**src/rtl/reg_bank_p2_pkg.sv**
```systemverilog
// Shared definitions for the two-entry register bank: opcodes, FSM states,
// instruction layout and simulation-only name decoders.
package reg_bank_p2_pkg;

   localparam int unsigned OpcodeW = 4;
   localparam int unsigned DataW   = 8;
   localparam int unsigned InstW   = OpcodeW + DataW;

   localparam logic [OpcodeW-1:0] RegBankP2_NOP = 4'h0;
   localparam logic [OpcodeW-1:0] RegBankP2_LD0 = 4'h1;
   localparam logic [OpcodeW-1:0] RegBankP2_LD1 = 4'h2;

   typedef enum logic [1:0] {
      StReset = 2'b00,
      StReady = 2'b01,
      StError = 2'b10
   } state_e;

   typedef struct packed {
      logic [OpcodeW-1:0] opcode;
      logic [DataW-1:0]   imm;
   } inst_t;

`ifndef SYNTHESIS
   function automatic string state_name(state_e s);
      case (s)
         StReset: return "RESET";
         StReady: return "READY";
         StError: return "ERROR";
         default: return "INVALID";
      endcase
   endfunction

   function automatic string opcode_name(logic [OpcodeW-1:0] op);
      case (op)
         RegBankP2_NOP: return "NOP";
         RegBankP2_LD0: return "LD0";
         RegBankP2_LD1: return "LD1";
         default:       return "ILLEGAL";
      endcase
   endfunction
`endif

endpackage

```
**src/rtl/reg_bank_p2_reg8_le.sv**
```systemverilog
// 8-bit register with load enable and synchronous clear; clear wins over load.
module reg_bank_p2_reg8_le
   import reg_bank_p2_pkg::*;
(
   input  logic             clock,
   input  logic             clear,
   input  logic             load,
   input  logic [DataW-1:0] d,
   output logic [DataW-1:0] q
);

   logic [DataW-1:0] q_q;

   always_ff @(posedge clock) begin
      if (clear) begin
         q_q <= '0;
      end else if (load) begin
         q_q <= d;
      end
   end

   assign q = q_q;

endmodule

```
**src/rtl/reg_bank_p2.sv**
```systemverilog
// Two 8-bit registers loaded from a 12-bit instruction stream; an illegal
// opcode parks the block in a sticky ERROR state with both registers cleared.
module reg_bank_p2
   import reg_bank_p2_pkg::*;
(
   input  logic             clock,
   input  logic             reset,
   input  logic [InstW-1:0] inst,
   input  logic             inst_en,
   output logic [DataW-1:0] out_0,
   output logic [DataW-1:0] out_1
);

   state_e state_q, state_d;
   inst_t  inst_s;
   logic   ld0, ld1, clr;

   assign inst_s = inst;

   // inst is only decoded when inst_en is high in READY, so X on an idle bus
   // never reaches the state or the registers.
   always_comb begin
      state_d = state_q;
      ld0     = 1'b0;
      ld1     = 1'b0;
      clr     = 1'b0;
      case (state_q)
         StReset: begin
            state_d = StReady;
            clr     = 1'b1;
         end
         StReady: begin
            if (inst_en) begin
               case (inst_s.opcode)
                  RegBankP2_NOP: ;
                  RegBankP2_LD0: ld0 = 1'b1;
                  RegBankP2_LD1: ld1 = 1'b1;
                  default: begin
                     state_d = StError;
                     clr     = 1'b1;
                  end
               endcase
            end
         end
         StError: begin
            clr = 1'b1;
         end
         default: begin
            state_d = StReset;
            clr     = 1'b1;
         end
      endcase
   end

   always_ff @(posedge clock) begin
      if (reset) begin
         state_q <= StReset;
      end else begin
         state_q <= state_d;
      end
   end

   reg_bank_p2_reg8_le u_reg0 (
      .clock (clock),
      .clear (reset | clr),
      .load  (ld0),
      .d     (inst_s.imm),
      .q     (out_0)
   );

   reg_bank_p2_reg8_le u_reg1 (
      .clock (clock),
      .clear (reset | clr),
      .load  (ld1),
      .d     (inst_s.imm),
      .q     (out_1)
   );

`ifndef SYNTHESIS
   always_ff @(posedge clock) begin
      if (!reset) begin
         assert (!(ld0 && ld1))
            else $error("reg_bank_p2: both loads in state %s op %s",
                        state_name(state_q), opcode_name(inst_s.opcode));
      end
   end
`endif

endmodule

```
**config.mk**
```make
export PLATFORM = sky130hd
export DESIGN_NAME = reg_bank_p2
export DESIGN_NICKNAME = d
export VERILOG_FILES = /design/src/rtl/reg_bank_p2_pkg.sv /design/src/rtl/reg_bank_p2_reg8_le.sv /design/src/rtl/reg_bank_p2.sv
export SDC_FILE = /design/constraint.sdc
export NUM_CORES = 1
export LEC_CHECK = 0
export ABC_CLOCK_PERIOD_IN_PS = 4100
export CAP_MARGIN = 10
export CORE_MARGIN = 5
export CORE_UTILIZATION = 45
export DETAILED_ROUTE_END_ITERATION = 8
export PLACE_DENSITY = 0.82
export SLEW_MARGIN = 15
export SYNTH_ARGS = -nofsm -noshare
export SYNTH_HDL_FRONTEND = slang
export SYNTH_SLANG_ARGS = --single-unit
```
**constraint.sdc**
```tcl
create_clock -name clock -period 4.1 [get_ports clock]
set_input_delay 0.82 -clock clock [delete_from_list [all_inputs] [get_ports clock]]
set_output_delay 0.82 -clock clock [all_outputs]
set_load 0.005 [all_outputs]
```
== Word-level counts from Yosys, hierarchy flattened ==
Cells that the tools add are included.
W data, S select, Z words.

* Register bits after elaboration: 18
* Bits of input ports: 15

* Eq/ne operators: 6
* Mux-type cells: 12
* Bitwise gates (word level): 2
* Reductions and logical operators: 4

{| class="wikitable"
|+ Operators with widths
! cell !! count
|-
| $mux W1 || 9
|-
| $pmux W2 S3 || 1
|-
| $eq A4 B1 Y1 const B || 1
|-
| $eq A4 B2 Y1 const B || 1
|-
| $logic_not A4 Y1 || 1
|-
| $mux W2 || 2
|-
| $ne A2 B2 Y1 const B || 2
|-
| $reduce_and A3 Y1 || 1
|-
| $reduce_or A3 Y1 || 1
|-
| $eq A2 B1 Y1 const B || 1
|-
| $eq A2 B2 Y1 const B || 1
|-
| $logic_not A2 Y1 || 1
|-
| $not A1 Y1 || 1
|-
| $or A1 B1 Y1 || 1
|}

== Depth between registers and ports, before layout ==
Gate-level depths: netlist of the first run.

* Depth after elaboration: 6
* Depth in mapped cells: 5

== Cells and area by module ==
Synthesis of the first run repeated with hierarchy kept, for this count alone.

* Cell total of the unflattened synthesis: 68
* Area total of the unflattened synthesis: 708.2 µm²

{| class="wikitable"
|+ By module, submodules not included
! module !! instances !! cells an instance !! area an instance (µm²)
|-
| reg_bank_p2_reg8_le || 2 || 26 || 285.3
|-
| reg_bank_p2 || 1 || 16 || 137.6
|}

== Least setup slack after synthesis of the first run ==
Ideal clock, no wire load.

* Path kind: input-to-reg
* From: input inst[8]
* To: register u_reg0.q_q[0] (netlist: u_reg0.q[0])
* Arrival: 1,872 ps
* Data required time: 4,034 ps
* Path slack: 2,162 ps
* Cell stages on the path: 4
* Buffers on the path: 1
* Path through: a211o_1 a2111o_1 buf_6 a21oi_2

* Longest elaborated chain between the ends: 6
* Elaborated cells between the ends (all ways): 11
* Classes of those cells: eq/ne: 2; mux: 6; bitwise: 1; reduce/logical: 2

{| class="wikitable"
|+ Ends and longest elaborated chain
! element !! line !! RTL
|-
| from (decl) || reg_bank_p2.sv:8 || <nowiki>input logic [InstW-1:0] inst,</nowiki>
|-
| $eq A4 B2 Y1 (tied with other cells) || reg_bank_p2.sv:34 || <nowiki>case (inst_s.opcode)</nowiki>
|-
| $reduce_or A3 Y1 (no source line) || n/a ||
|-
| $mux W1 || reg_bank_p2.sv:34 ||
|-
| $mux W1 || reg_bank_p2.sv:33 || <nowiki>if (inst_en) begin</nowiki>
|-
| $mux W1 || reg_bank_p2.sv:27 || <nowiki>case (state_q)</nowiki>
|-
| $or A1 B1 Y1 || reg_bank_p2.sv:65 || <nowiki>.clear (reset | clr),</nowiki>
|-
| to (signal assigned) || reg_bank_p2_reg8_le.sv:16 || <nowiki>q_q <= '0;</nowiki>
|-
| to (signal assigned) || reg_bank_p2_reg8_le.sv:18 || <nowiki>q_q <= d;</nowiki>
|-
| to (decl) || reg_bank_p2_reg8_le.sv:12 || <nowiki>logic [DataW-1:0] q_q;</nowiki>
|}

Parallel ways exist; a longest one is shown, timed or not.
A chain may end at the register's enable or synchronous reset.

== Worst setup path after layout of the first run ==
* From: input inst[8]
* To: register u_reg0.q_q[3] (netlist: u_reg0.q[3])

The elaborated chain is that of the path after synthesis.

==> results.md, run 1 <==
- The floorplan step defined a die boundary enclosing 0.002726 mm2.
- The number of global-route vias before repair is 694.
- For the pin with the worst max-slew slack, the measured transition is 0.8588 ns.
- The area growth from synthesis to layout is 40.72%.
- In this run the number of H-tree levels came out at 1.
- Synthesis produced a netlist whose cell count is slightly below 90.
- In the final routed layout, each cell accounts on average for approximately 13 um.
- The register area is about 360 um2.
- The placed standard-cell area is 0.001092 mm2.
- The initial antenna violation count is 0.
- The area of combinational cells with multiple inputs is approximately 400 um2.
- Input and output buffers added on the ports amount to 30.
- TritonCTS built the clock tree.
- In the routed layout, each cell is associated on average with a via count of ~5.5.
- The startpoint identified for the worst register-to-register timing path is state_q[1].
- The post-route standard cell area excluding fillers is around 0.0011 mm2.
- The number of distinct library cell variants in the gate-level netlist after synthesis is 19.
- The remaining global-route overflow is 0.
- The synthesized area per cell is 9.011 um2.
- The power per standard cell area is about 290 mW/mm2.
- The sort of element at the end of the critical path is a flop.
- The number of fill cells is between 100 and 150.
- The number of nets handed over by synthesis was between 100 and 150.
- The die width is 52.22 um.
- In the layout the commonest cells are 30 x sky130_fd_sc_hd__clkdlybuf4s50_1, 18 x sky130_fd_sc_hd__dfxtp_1, 16 x sky130_fd_sc_hd__o21ai_1, 16 x sky130_fd_sc_hd__nand4_1, 10 x sky130_fd_sc_hd__a21oi_2.
- In the routed design, unresolved DRC markers number 0.
- The pre-antenna-repair detailed-routing pass consisted of 4 iterations.
- The placed wire-length estimate after detailed placement is around 1.4 mm.
- After layout, the minimum clock period comes to ~2.3 ns.
- Setup total negative slack on the finished layout was measured at 0 ns.
- The final number of max-transition violations is 0.
- The worst-case IR drop observed on VDD is slightly above 0.2 mV.
- The complex-gate fraction of the synthesized area is 0.2886.
- Yosys attributes the largest share of cell area to sky130_fd_sc_hd__dfxtp_1 45%, sky130_fd_sc_hd__nand4_1 12%, sky130_fd_sc_hd__a21oi_2 11%.
- The total placed cells including tap cells is 135.
- Setup repair after global routing left no endpoint under its margin.
- The worst min-delay path startpoint is u_reg0.q[4].
- For this configuration, the core starts out at a cell density of 0.4696.
- Gates resized during post-CTS repair numbered 0.
- TritonCTS created 3 clock buffers.
- The layout cell share with drive strength beyond 1 is 0.1228.
- sky130_fd_sc_hd__dfxtp_1 takes more of the synthesized area than any other cell.
- For this run, the total global-route usage over all layers was measured as 0.1545.
- The post-CTS setup-driven buffer insertion count is 0.
- The post-detailed-route count of antenna-violating nets is 0.
- The number of hold-slack violations in the final timing report is 0.
- Of the total synthesized cell area, the portion taken by AND, OR, NAND and NOR gates is 0.2059.
- The beginning of the critical path is inst[8].
- For this run, the share of the core covered by cells in the final layout is 0.6608.
- The number of hold-repair buffers added at the cts stage is 0.
- By area, the combinational part of the netlist is dominated by compound AO/OA/AOI/OAI gates.
- Wires add up to about 1.9 mm.
- After synthesis the cells add up to 802.0 um2.
- The type of the worst setup path is in2reg.
- The area of the core is 0.001708 mm2.
- The antenna diode instance count is 0.
- The number of standard-cell rows in the floorplan is 15.
- Setup violations remaining at the end of the flow were counted as 0.
- The tree is rooted in a sky130_fd_sc_hd__clkbuf_4.
- The library cell used most frequently in the layout, excluding fill and tap cells, is sky130_fd_sc_hd__clkdlybuf4s50_1.
- The later pin in the worst-skew pair is clocked with a latency of 0.28 ns.
- The first global-routing pass estimated 3.180 mm of wire.
- Of the post-synthesis cell area, the dominant cell type holds 0.4493.
- The vertical extent of the die is roughly 52 um.
- For this design the static power due to leakage is around 0.00032 uW.
- The proportion of synthesized chip area in sequential cells is 0.4493.
- CTS saw 18 sinks.
- After synthesis, the share of cell area in mux cells is 0.
- The DRC violation total after the first TritonRoute iteration is 4.
- Counting flops and latches in the post-synthesis netlist gives 18.
- The sum of internal, switching and leakage power is around 320 uW.
- The final non-filler cell total is between 100 and 150.
- STA classifies the critical path startpoint as a primary input.
- Across the run, the number of max-cap violations was 0.
- In this run the tightest slew margin relative to its limit is 0.4253.
- The run finished with clean final reports.
- Entering global routing, the biggest net connects 17 pins.
- The highest clock frequency the design can meet is roughly 430 MHz.
- In this run the count of I/O pins placed on the die edge is 31.
- The final-stage net count is 130.
- The longest clock path from root to sink contains 2 buffers.
- Clock-pin slew was measured on the worst setup and hold paths at roughly 0.10 ns.
- STA puts the critical path data required time at 4.32 ns.
- The final route contains roughly 770 vias.
- For the worst setup path, the data arrival time is between 2 and 3 ns.
- The clock skew after layout is about 0.0023 ns.
- The post-synthesis share of cell area spent on xor and xnor gates is 0.
- At the end of routability-driven placement, the weighted congestion stood at 0.7905.
- The warning count from the yosys run is 0.
- The kind of path behind the tightest hold check is reg2reg.
- Along the worst path, the maximum fanout reaches 16.
- The share of the clock period used by the worst path is 0.5689.
- Of the total synthesized cell area, the portion taken by full adders, half adders and majority gates is 0.
-- cells by family after synthesis --
family                 after synthesis
DFF                                 18
buffers and inverters               10
AOI/OAI and AO/OA                   36
and+or+nand+nor                     25
-- per-stage QoR --
step / setup slack (ns) / hold WS [ns]
after global placement: 1.508 / 0.4639
after floorplan: 2.162 / 0.4499
after global routing: 1.681 / 0.5214
after detailed placement: 1.462 / 0.4716
final: 1.767 / 0.4851
after CTS: 1.762 / 0.4858
-- cell usage after synthesis --
cell / n
sky130_fd_sc_hd__buf_1: 2
sky130_fd_sc_hd__o21ai_1: 16
sky130_fd_sc_hd__buf_6: 1
sky130_fd_sc_hd__and3b_1: 1
sky130_fd_sc_hd__or4b_1: 2
sky130_fd_sc_hd__inv_1: 1
sky130_fd_sc_hd__nand4_1: 16
sky130_fd_sc_hd__a21oi_1: 7
sky130_fd_sc_hd__a2111o_1: 1
sky130_fd_sc_hd__dfxtp_1: 18
sky130_fd_sc_hd__nand2_1: 1
sky130_fd_sc_hd__a311oi_1: 1
sky130_fd_sc_hd__nand3b_1: 1
sky130_fd_sc_hd__a21oi_2: 10
sky130_fd_sc_hd__clkbuf_1: 6
sky130_fd_sc_hd__a211o_1: 1
sky130_fd_sc_hd__nor2b_1: 2
sky130_fd_sc_hd__nor2_1: 1
sky130_fd_sc_hd__nand4b_1: 1
-- final timing paths --
check | to | slack (ns) | cells after the start
worst max-delay path | u_reg0.q[3] | 1.77 | 4
worst min-delay path | u_reg0.q[4] | 0.49 | 2
worst max register to register | u_reg0.q[1] | 2.70 | 3
worst min register to register | u_reg0.q[4] | 0.49 | 2
-- registers in the layout (all words and copies together) (netlist names) --
signal	cells
u_reg1.q	8
u_reg0.q	8
state_q	2
-- final cells by class --
cell class	instances	share of cell area
clock buffers	4	0.03215
inverters	1	0.003326
multi-input cells	61	0.3514
flip-flops and latches	18	0.3193
well taps	25	0.02772
repair buffers	30	0.2661
-- worst max-delay path, stage by stage --
cell and delay (ns):
sky130_fd_sc_hd__clkdlybuf4s50_1 0.45, sky130_fd_sc_hd__a211o_1 0.35, sky130_fd_sc_hd__a2111o_1 0.71, sky130_fd_sc_hd__a21oi_1 0.22
-- routing by layer --
| metal | track usage | share of wire | routed length [um] | vias to the layer above |
|---|---|---|---|---|
| li1 | - | - | - | 392 |
| met1 | 0.1947 | 0.44 | 813 | 349 |
| met2 | 0.2531 | 0.48 | 888 | 22 |
| met3 | 0.03419 | 0.067 | 124 | 4 |
| met4 | 0.06383 | 0.017 | 32 | 0 |
| met5 | 0 | 0 | 0 | - |
-- report_power, final --
group / total [uW] / internal (uW) / switching, uW / leakage, uW
combinational: 38.6 / 16.8 / 21.9 / 0.000156
sequential: 178 / 176 / 1.87 / 0.000145
clock: 106 / 54.0 / 51.5 / 0.0000210
Power figures use the tool's default switching activity.
==> inputs of run 2 (changes only) <==
--- a/config.mk
+++ b/config.mk
@@ -5,12 +5,12 @@
 export SDC_FILE = /design/constraint.sdc
 export NUM_CORES = 1
 export LEC_CHECK = 0
-export ABC_CLOCK_PERIOD_IN_PS = 4100
+export ABC_CLOCK_PERIOD_IN_PS = 2000
 export CAP_MARGIN = 10
 export CORE_MARGIN = 5
-export CORE_UTILIZATION = 45
+export CORE_UTILIZATION = 38
 export DETAILED_ROUTE_END_ITERATION = 8
-export PLACE_DENSITY = 0.82
+export PLACE_DENSITY = 0.74
 export SLEW_MARGIN = 15
 export SYNTH_ARGS = -nofsm -noshare
 export SYNTH_HDL_FRONTEND = slang
==> constraint.sdc (replaced) <==
create_clock -name clock -period 2 [get_ports clock]
set_input_delay 0.4 -clock clock [delete_from_list [all_inputs] [get_ports clock]]
set_output_delay 0.4 -clock clock [all_outputs]
set_load 0.005 [all_outputs]
==> results.md, run 2 (synthesis gave the netlist of run 1 again) <==
- The layout cell share with drive strength beyond 1 is 0.1736 (was 0.1228).
- The final non-filler cell total came to 148 (was 139).
- The worst stage delay on the critical path is 0.47 ns (was 0.71 ns).
- The leakage component of the power was 0.0003617 uW (was 0.0003219 uW).
- The detailed-route DRC error count is 0 (unchanged).
- The number of standard-cell rows in the floorplan is 16 (was 15).
- The relative max-transition margin is 0.7940 (was 0.4253).
- The total placed cells including tap cells is 144 (was 135).
- The root buffer selected by CTS is sky130_fd_sc_hd__clkbuf_4 (unchanged).
- Leading cell types in the layout, fill and taps excluded: 30 x sky130_fd_sc_hd__clkdlybuf4s50_1, 18 x sky130_fd_sc_hd__dfxtp_1, 16 x sky130_fd_sc_hd__o21ai_1, 16 x sky130_fd_sc_hd__nand4_1, 10 x sky130_fd_sc_hd__a21oi_2 (unchanged).
- The number of I/O pins came to 31 (unchanged).
- The number of fill cells is 177 (was 141).
- The post-detailed-route count of antenna-violating nets came to 0 (unchanged).
- RSZ-0062 raised after global routing: false (unchanged).
- The area growth from synthesis to layout is 49.14% (was 40.72%).
- The critical path data arrival time is 1.97 ns (was 2.55 ns).
- The least setup slack across all paths after layout was 0.2642 ns (was 1.767 ns).
- The initial antenna violation count was 0 (unchanged).
- The actual slew at the worst max-slew pin is 0.3091 ns (was 0.8588 ns).
- The type of element launching the critical path was a primary input (unchanged).
- The number of setup violations in the final report came to 0 (unchanged).
- The area enclosed by the die boundary is 0.003129 mm2 (was 0.002726 mm2).
- The insertion delay to the later sink of the worst-skew pair is 0.29 ns (was 0.28 ns).
- The routability congestion estimate from global placement was 0.8712 (was 0.7905).
- The remaining global-route overflow was 0 (unchanged).
- The total track usage is 0.1408 (was 0.1545).
- The number of global-route vias before repair is 785 (was 694).
- Outcome: complete, no violations (unchanged).
- The final-stage net count was 137 (was 130).
- The final number of max-transition violations was 0 (unchanged).
- The antenna diode instance count is 0 (unchanged).
- The max capacitance violation total is 0 (unchanged).
- Based on the critical path, the design can be clocked at up to just under 600 MHz.
- The post-CTS setup-driven buffer insertion count is 0 (unchanged).
- The highest net fanout along the worst path came to 16 (unchanged).
- The placed standard-cell area is 0.001160 mm2 (was 0.001092 mm2).
- The number of clock sinks seen by CTS came to 18 (unchanged).
- The clock tree from TritonCTS is built (unchanged).
- The number of H-tree levels came to 1 (unchanged).
- The clock transition at the registers of the reported paths is 0.11 ns (was 0.10 ns).
- The placed wire-length estimate after detailed placement is 1.601 mm (was 1.426 mm).
- The DRC violation total after the first TritonRoute iteration came to 12 (was 4).
- The power per standard cell area is 575.8 mW/mm2 (was 285.8 mW/mm2).
- The worst hold margin was 0.4929 ns (was 0.4851 ns).
- The share of the clock period used by the worst path is 0.8679.
- The number of hold-repair buffers added at the cts stage was 0 (unchanged).
- The kind of path behind the tightest hold check is reg2reg (unchanged).
- The detailed-route wire length is 2.120 mm (was 1.859 mm).
- The number of buffers inserted during clock tree synthesis is 3 (unchanged).
- The number of hold-slack violations in the final timing report is 0 (unchanged).
- The clock skew after layout is 0.002059 ns (was 0.002313 ns).
- The initial standard-cell utilization of the core is 0.4047 (was 0.4696).
- The clock period could shrink to 1.736 ns.
- The vertical extent of the die is 55.94 um (was 52.22 um).
- The largest net degree at the start of global routing is 17 (unchanged).
- The post-route standard cell area excluding fillers was 0.001196 mm2 (was 0.001129 mm2).
- The buffer depth of the longest clock path came to 2 (unchanged).
- The area of the core came to 0.001982 mm2 (was 0.001708 mm2).
- The die width came to 55.94 um (was 52.22 um).
- The worst slack at placement was -0.03356 ns (was 1.462 ns).
- The count of buffers from port buffering was 30 (unchanged).
- The quantity of gates resized following cts is 0 (unchanged).
- The type of the worst setup path is in2reg (unchanged).
- The required time at the worst-slack endpoint is 2.23 ns (was 4.32 ns).
- The commonest non-fill, non-tap cell in the layout is sky130_fd_sc_hd__clkdlybuf4s50_1 (unchanged).
- The core occupancy in the finished layout is 0.6035 (was 0.6608).
- The routed via count divided by cell count is 5.412 (was 5.518).
- The sort of element at the end of the critical path is a flop (unchanged).
- The count of TritonRoute iterations in the first routing pass is 4 (unchanged).
- The overall via count from detail_route is 801 (was 767).
- The maximum ir drop on the vdd rail is 0.4109 mV (was 0.2049 mV).
- The cell type of the slowest stage on the worst timing path is sky130_fd_sc_hd__clkdlybuf4s50_1 (was sky130_fd_sc_hd__a2111o_1).
- Chain of cells forming the critical path: clkdlybuf4s50_1 -> a211o_1 -> a2111o_1 -> buf_12 -> a21oi_1 (was clkdlybuf4s50_1 -> a211o_1 -> a2111o_1 -> a21oi_1).
- The wire length per cell is 14.32 um (was 13.37 um).
- The global-route wire length before repair is 3.594 mm (was 3.180 mm).
## run 2: cell count changes in the layout (fill, tap and decap cells not counted)
cell / delta
sky130_fd_sc_hd__buf_4: +6
sky130_fd_sc_hd__buf_12: +1
## run 2: worst max-delay path, delay by kind of cell
family                 cells  cell delay (ns)
AO/OA/AOI/OAI              3             0.92
buffers and inverters      2             0.64
## run 2: area by class of cell
cell class,instances,area [um2],share of cell area
multi-input cells,61,396.6,0.3316
flip-flops and latches,18,360.3,0.3013
well taps,27,33.78,0.02824
repair buffers,37,365.4,0.3054
clock buffers,4,36.28,0.03033
inverters,1,3.754,0.003138
## run 2: final timing paths
kind	end	start	slack (ns)	cells past startpoint
worst max register to register	u_reg1.q[1]	state_q[0]	0.78	4
worst max-delay path	u_reg1.q[1]	inst[8]	0.26	5
worst min-delay path	u_reg0.q[3]	u_reg0.q[3]	0.49	2
worst min register to register	u_reg0.q[3]	u_reg0.q[3]	0.49	2
## run 2: power by group
part / total [uW] / switching (uW) / leakage, uW / internal [uW]
clock: 228 / 117 / 0.0000210 / 111
combinational: 95.4 / 48.4 / 0.000195 / 47.1
sequential: 366 / 3.81 / 0.000145 / 362
total: 689 / 169 / 0.000362 / 520
## run 2: routing by layer
| metal | part of all wire | vias to the layer above | GRT usage |
|---|---|---|---|
| li1 | - | 405 | - |
| met1 | 0.47 | 367 | 0.1891 |
| met2 | 0.46 | 29 | 0.2128 |
| met3 | 0.072 | 0 | 0.04640 |
| met4 | 0 | 0 | 0.04407 |
| met5 | 0 | - | 0 |
## run 2: per-stage QoR
stage | power [uW] | TNS [ns]
after floorplan | 414.7 | 0
after global placement | 465.8 | 0
after detailed placement | 468.0 | -0.1698
after CTS | 692.5 | 0
after global routing | 724.6 | 0
final | 688.8 | 0
